**src/rtl/gte_cop2_sequencer.sv**
```systemverilog
// gte_cop2_sequencer
// Takes COP2 register writes/reads and execute commands from the CPU one at a
// time and drives them onto the GTE engine's register and run ports. Every
// command is held off while the engine reports it is executing, so no register
// access ever overlaps an execution. CPU stall cycles are counted in a
// saturating counter.
module gte_cop2_sequencer #(
  parameter int STALL_W = 16
) (
  input  logic               i_clk,
  input  logic               i_rst,
  // CPU command side
  input  logic               i_cmdValid,
  output logic               o_cmdReady,
  input  logic [1:0]         i_cmdOp,
  input  logic [5:0]         i_cmdReg,
  input  logic [31:0]        i_cmdData,
  input  logic [24:0]        i_cmdInstr,
  output logic               o_rspValid,
  output logic [31:0]        o_rspData,
  output logic               o_cpuStall,
  output logic               o_errIllegal,
  input  logic               i_stallClr,
  output logic [STALL_W-1:0] o_stallCount,
  // GTE engine side
  output logic [5:0]         o_regID,
  output logic               o_writReg,
  output logic [31:0]        o_dataIn,
  input  logic [31:0]        i_dataOut,
  output logic [24:0]        o_instruction,
  output logic               o_run,
  input  logic               i_executing
);

  localparam logic [1:0] OP_WRITE   = 2'd0;
  localparam logic [1:0] OP_READ    = 2'd1;
  localparam logic [1:0] OP_EXECUTE = 2'd2;
  localparam logic [1:0] OP_ILLEGAL = 2'd3;

  typedef enum logic [2:0] {
    S_IDLE,
    S_WR,
    S_RD,
    S_RUN,
    S_SETTLE
  } state_t;

  state_t               state_q, state_d;
  logic [5:0]           reg_id_q;
  logic [31:0]          data_in_q;
  logic [24:0]          instr_q;
  logic [31:0]          rsp_data_q;
  logic                 rsp_valid_q;
  logic                 err_q;
  logic [STALL_W-1:0]   stall_cnt_q;

  logic                 cmd_ready;
  logic                 accept;
  logic                 stall;

  // Only an idle sequencer with a quiet engine may take a command.
  assign cmd_ready = (state_q == S_IDLE) && !i_executing;
  assign accept    = i_cmdValid && cmd_ready;
  assign stall     = i_cmdValid && !cmd_ready;

  // Next-state logic: each engine access is a single-cycle state; an execute
  // adds a SETTLE cycle so the engine's registered busy flag is seen before
  // IDLE evaluates readiness again.
  always_comb begin
    state_d = state_q;
    case (state_q)
      S_IDLE: begin
        if (accept) begin
          case (i_cmdOp)
            OP_WRITE:   state_d = S_WR;
            OP_READ:    state_d = S_RD;
            OP_EXECUTE: state_d = S_RUN;
            default:    state_d = S_IDLE;
          endcase
        end
      end
      S_WR:     state_d = S_IDLE;
      S_RD:     state_d = S_IDLE;
      S_RUN:    state_d = S_SETTLE;
      S_SETTLE: state_d = S_IDLE;
      default:  state_d = S_IDLE;
    endcase
  end

  // State register.
  always_ff @(posedge i_clk) begin
    if (i_rst) begin
      state_q <= S_IDLE;
    end else begin
      state_q <= state_d;
    end
  end

  // Engine-facing fields are captured on accept only and held otherwise;
  // read data is captured at the end of the RD cycle and pulsed valid next.
  always_ff @(posedge i_clk) begin
    if (i_rst) begin
      reg_id_q    <= '0;
      data_in_q   <= '0;
      instr_q     <= '0;
      rsp_data_q  <= '0;
      rsp_valid_q <= 1'b0;
      err_q       <= 1'b0;
    end else begin
      if (accept && (i_cmdOp == OP_WRITE || i_cmdOp == OP_READ)) begin
        reg_id_q <= i_cmdReg;
      end
      if (accept && i_cmdOp == OP_WRITE) begin
        data_in_q <= i_cmdData;
      end
      if (accept && i_cmdOp == OP_EXECUTE) begin
        instr_q <= i_cmdInstr;
      end
      if (state_q == S_RD) begin
        rsp_data_q <= i_dataOut;
      end
      rsp_valid_q <= (state_q == S_RD);
      err_q       <= accept && (i_cmdOp == OP_ILLEGAL);
    end
  end

  // Saturating stall counter; clear wins over increment.
  always_ff @(posedge i_clk) begin
    if (i_rst) begin
      stall_cnt_q <= '0;
    end else if (i_stallClr) begin
      stall_cnt_q <= '0;
    end else if (stall && (stall_cnt_q != {STALL_W{1'b1}})) begin
      stall_cnt_q <= stall_cnt_q + 1'b1;
    end
  end

  assign o_cmdReady    = cmd_ready;
  assign o_cpuStall    = stall;
  assign o_rspValid    = rsp_valid_q;
  assign o_rspData     = rsp_data_q;
  assign o_errIllegal  = err_q;
  assign o_stallCount  = stall_cnt_q;
  assign o_regID       = reg_id_q;
  assign o_dataIn      = data_in_q;
  assign o_instruction = instr_q;
  assign o_writReg     = (state_q == S_WR);
  assign o_run         = (state_q == S_RUN);

endmodule

```
**config.mk**
```make
export PLATFORM = sky130hd
export DESIGN_NAME = gte_cop2_sequencer
export DESIGN_NICKNAME = d
export VERILOG_FILES = /design/src/rtl/gte_cop2_sequencer.sv
export SDC_FILE = /design/constraint.sdc
export NUM_CORES = 1
export LEC_CHECK = 0
export BUFFER_PORTS_ARGS = -buffer_cell sky130_fd_sc_hd__buf_2
export CAP_MARGIN = 20
export CORE_MARGIN = 5
export CORE_UTILIZATION = 41
export CTS_BUF_LIST = sky130_fd_sc_hd__clkbuf_16
export CTS_CLUSTER_SIZE = 16
export DETAILED_ROUTE_END_ITERATION = 8
export GPL_TIMING_DRIVEN = 0
export PLACE_DENSITY = 0.76
export SKIP_CTS_REPAIR_TIMING = 1
export SLEW_MARGIN = 0
export SYNTH_ARGS = -nofsm -noshare
export SYNTH_HDL_FRONTEND = slang
export SYNTH_SLANG_ARGS = --single-unit
```
**constraint.sdc**
```tcl
create_clock -name i_clk -period 1.7 [get_ports i_clk]
set_clock_uncertainty 0.05 [all_clocks]
set_input_delay 0.34 -clock i_clk [delete_from_list [all_inputs] [get_ports i_clk]]
set_output_delay 0.34 -clock i_clk [all_outputs]
set_load 0.01 [all_outputs]
```
==> flow_summary.ini <==
[placement]
post-dp-hpwl_um = 10500
place.gp.congestion = 0.869
pre_cts_slack_ns = -0.203
port_buffers = 218

[global_route]
grt_max_degree = 17
grt_pass1_vias = 4616
antenna_found_initial = 0
grt-ovfl-total = 0
grt_pass1_wl_um = 21400
track_usage_pct = 20.6

[synthesis]
synth.avg_cell_area_um2 = 8.21
yosysWarnings = 0
synth-seq-area-share_pct = 52.7
syn_nets = 645
yosysTopAreaCellShare_pct = 52.7
synthFlopType = dfxtp_1
synth_edf_count = 0
synth_area_um2 = 4410
synthArstFlopShare_pct = 0
syn_inst = 537
ys_ff_latch = 116
synth_cell_type_count = 40
yosysTopAreaCell = dfxtp_1
synthTopCellsByArea = dfxtp_1, nand2_1, a21oi_1

[finish]
final_nets = 904
syn_to_final_growth_pct = 49.4
final_util_pct = 63.3
n_antenna_cell = 0
fillerInstances = 903
mostFrequentLayoutCells = buf_2, nand2_1, dfxtp_1, a21oi_1, buf_4
layout_commonest_cell = buf_2
drive_above_1_share_pct = 38.8

[timing]
min_period_ns = 1.96
tightest_slew_ns = 0.594
setup_viol = 32
period_share_pct = 115
max_freq_mhz = 510
tns_ns = -2.49
rsz0062_at_grt = true
slew_violations = 0
finalHoldViolCount = 0
worst_slack_ns = -0.262
relSlewSlack_pct = 60.4

[cts]
cts_tree = done
clock_path_buffers = 2
cts_num_sinks = 116
cts_buffers = 17
htreeDepth = 4
worstSkewPairLatency_ns = 0.39
cts.clk_slew.worst_paths_ns = 0.06
root_buffer = clkbuf_16

[drt]
wirelength_um = 14200
wl_per_cell_um = 15.0
vias = 4694
first_iter_violations = 222
viasPerCell = 4.97
drtPass1Iterations = 4
drtAntennaViolNets = 0
drc_errors = 0

[setup_path]
critPathSlowestCell = nor4_4
arrival_ns = 1.57
worstSetupPathType = register to output pin
path_cells = nor4_4 -> nand2b_4 -> inv_6 -> buf_6
rrSetupSlack_ns = -0.20
endpoint_kind = output pin
worst-path-max-fanout = 6
r2r-end = o_stallCount[12]
crit_path_start_kind = register
r2r_start = o_stallCount[1]
worst_r2r_path_depth = 5
worst_path_largest_cell_delay_ns = 0.39
critPathRequiredTime_ns = 1.31

[power]
ir_worst_vdd_v = 0.000628
p_per_area_nw_per_um2 = 1000
static-leakage-power_nw = 3.00
total_power_mw = 6.60

[floorplan]
rows = 37
dieArea_um2 = 12900
die_w_um = 114
die_y_um = 114
start_util_pct = 42.3
pin_count = 219
core_area_um2 = 10400

[hold_path]
min_from = i_dataOut[23]
hold_depth = 3
whs_endpoint = o_rspData[23]
hold_path.class = primary input to register

[outcome]
violations = setup timing
outcome = complete, but fails checks

[flow_run]
drv_cap = 0
## power by group
part | switching [mW] | internal [mW]
combinational | 0.251 | 0.212
sequential | 0.0289 | 2.77
clock | 1.21 | 2.13
total | 1.49 | 5.11
## registers in the layout (all words and copies together), names as in the netlist
| register | cells |
|---|---|
| o_dataIn | 32 |
| o_errIllegal | 1 |
| o_regID | 6 |
| o_rspData | 32 |
| o_stallCount | 16 |
| o_instruction | 25 |
| state_q | 3 |
| o_rspValid | 1 |
## metal layers
| layer | vias up | part of all wire (%) | track usage, % |
|---|---|---|---|
| li1 | 2330 | - | - |
| met1 | 2169 | 37 | 22.1 |
| met2 | 166 | 53 | 36.7 |
| met3 | 29 | 7.9 | 7.80 |
| met4 | 0 | 2.3 | 7.93 |
| met5 | - | 0 | 0 |
## metrics by stage
step	hold slack (ns)	std cells	cell area [µm²]
after floorplan	0.426	537	4410
after global placement	0.389	891	5670
after detailed placement	0.394	891	5670
after CTS	0.112	923	6240
after global routing	0.116	945	6590
final	0.123	945	6590
## Yosys cell counts, drive strengths merged, types with 2 or more instances
master,n
nand2,189
dfxtp,116
a21oi,100
clkbuf,24
nor2,12
nand4,9
buf,8
mux2i,8
and2,7
ha,6
nor4,6
o21ai,6
o31ai,6
or3,6
inv,5
or4,5
and4,3
nand3,3
and3,2
nand2b,2
nor3b,2
## cell families after synthesis
| family | synth area share [%] |
|---|---|
| simple gates | 25.7 |
| compound gates | 14.6 |
| flops | 52.7 |
| buf+inv | 3.49 |
| mux | 1.82 |
| fa+ha+maj | 1.70 |
## cell type report
type / instances / area (µm²) / share of cell area, %
Clock inverter: 15 / 143 / 2.16
Tap cell: 136 / 170 / 2.58
Buffer: 32 / 159 / 2.41
Clock buffer: 17 / 425 / 6.45
Inverter: 5 / 23.8 / 0.361
Sequential cell: 116 / 2340 / 35.5
Timing Repair Buffer: 238 / 1260 / 19.1
Multi-Input combinational cell: 386 / 2070 / 31.5
## critical path, delay by kind of cell, from the launching register on
family | cells | cell delay (ns)
buf+inv | 2 | 0.16
flops | 1 | 0.35
simple gates | 2 | 0.66
## how the worst max path moves through the flow
stage	start	to	slack [ns]
CTS	state_q[2]	o_cpuStall	-0.42
floorplan	o_stallCount[0]	o_stallCount[9]	0.03
finish	state_q[0]	o_cpuStall	-0.26
detailed placement	i_cmdOp[0]	o_regID[5]	-0.20
global placement	i_cmdOp[0]	o_regID[2]	-0.15
global route	state_q[0]	o_cpuStall	-0.34
Note: power is estimated with default switching activity, not from simulation.
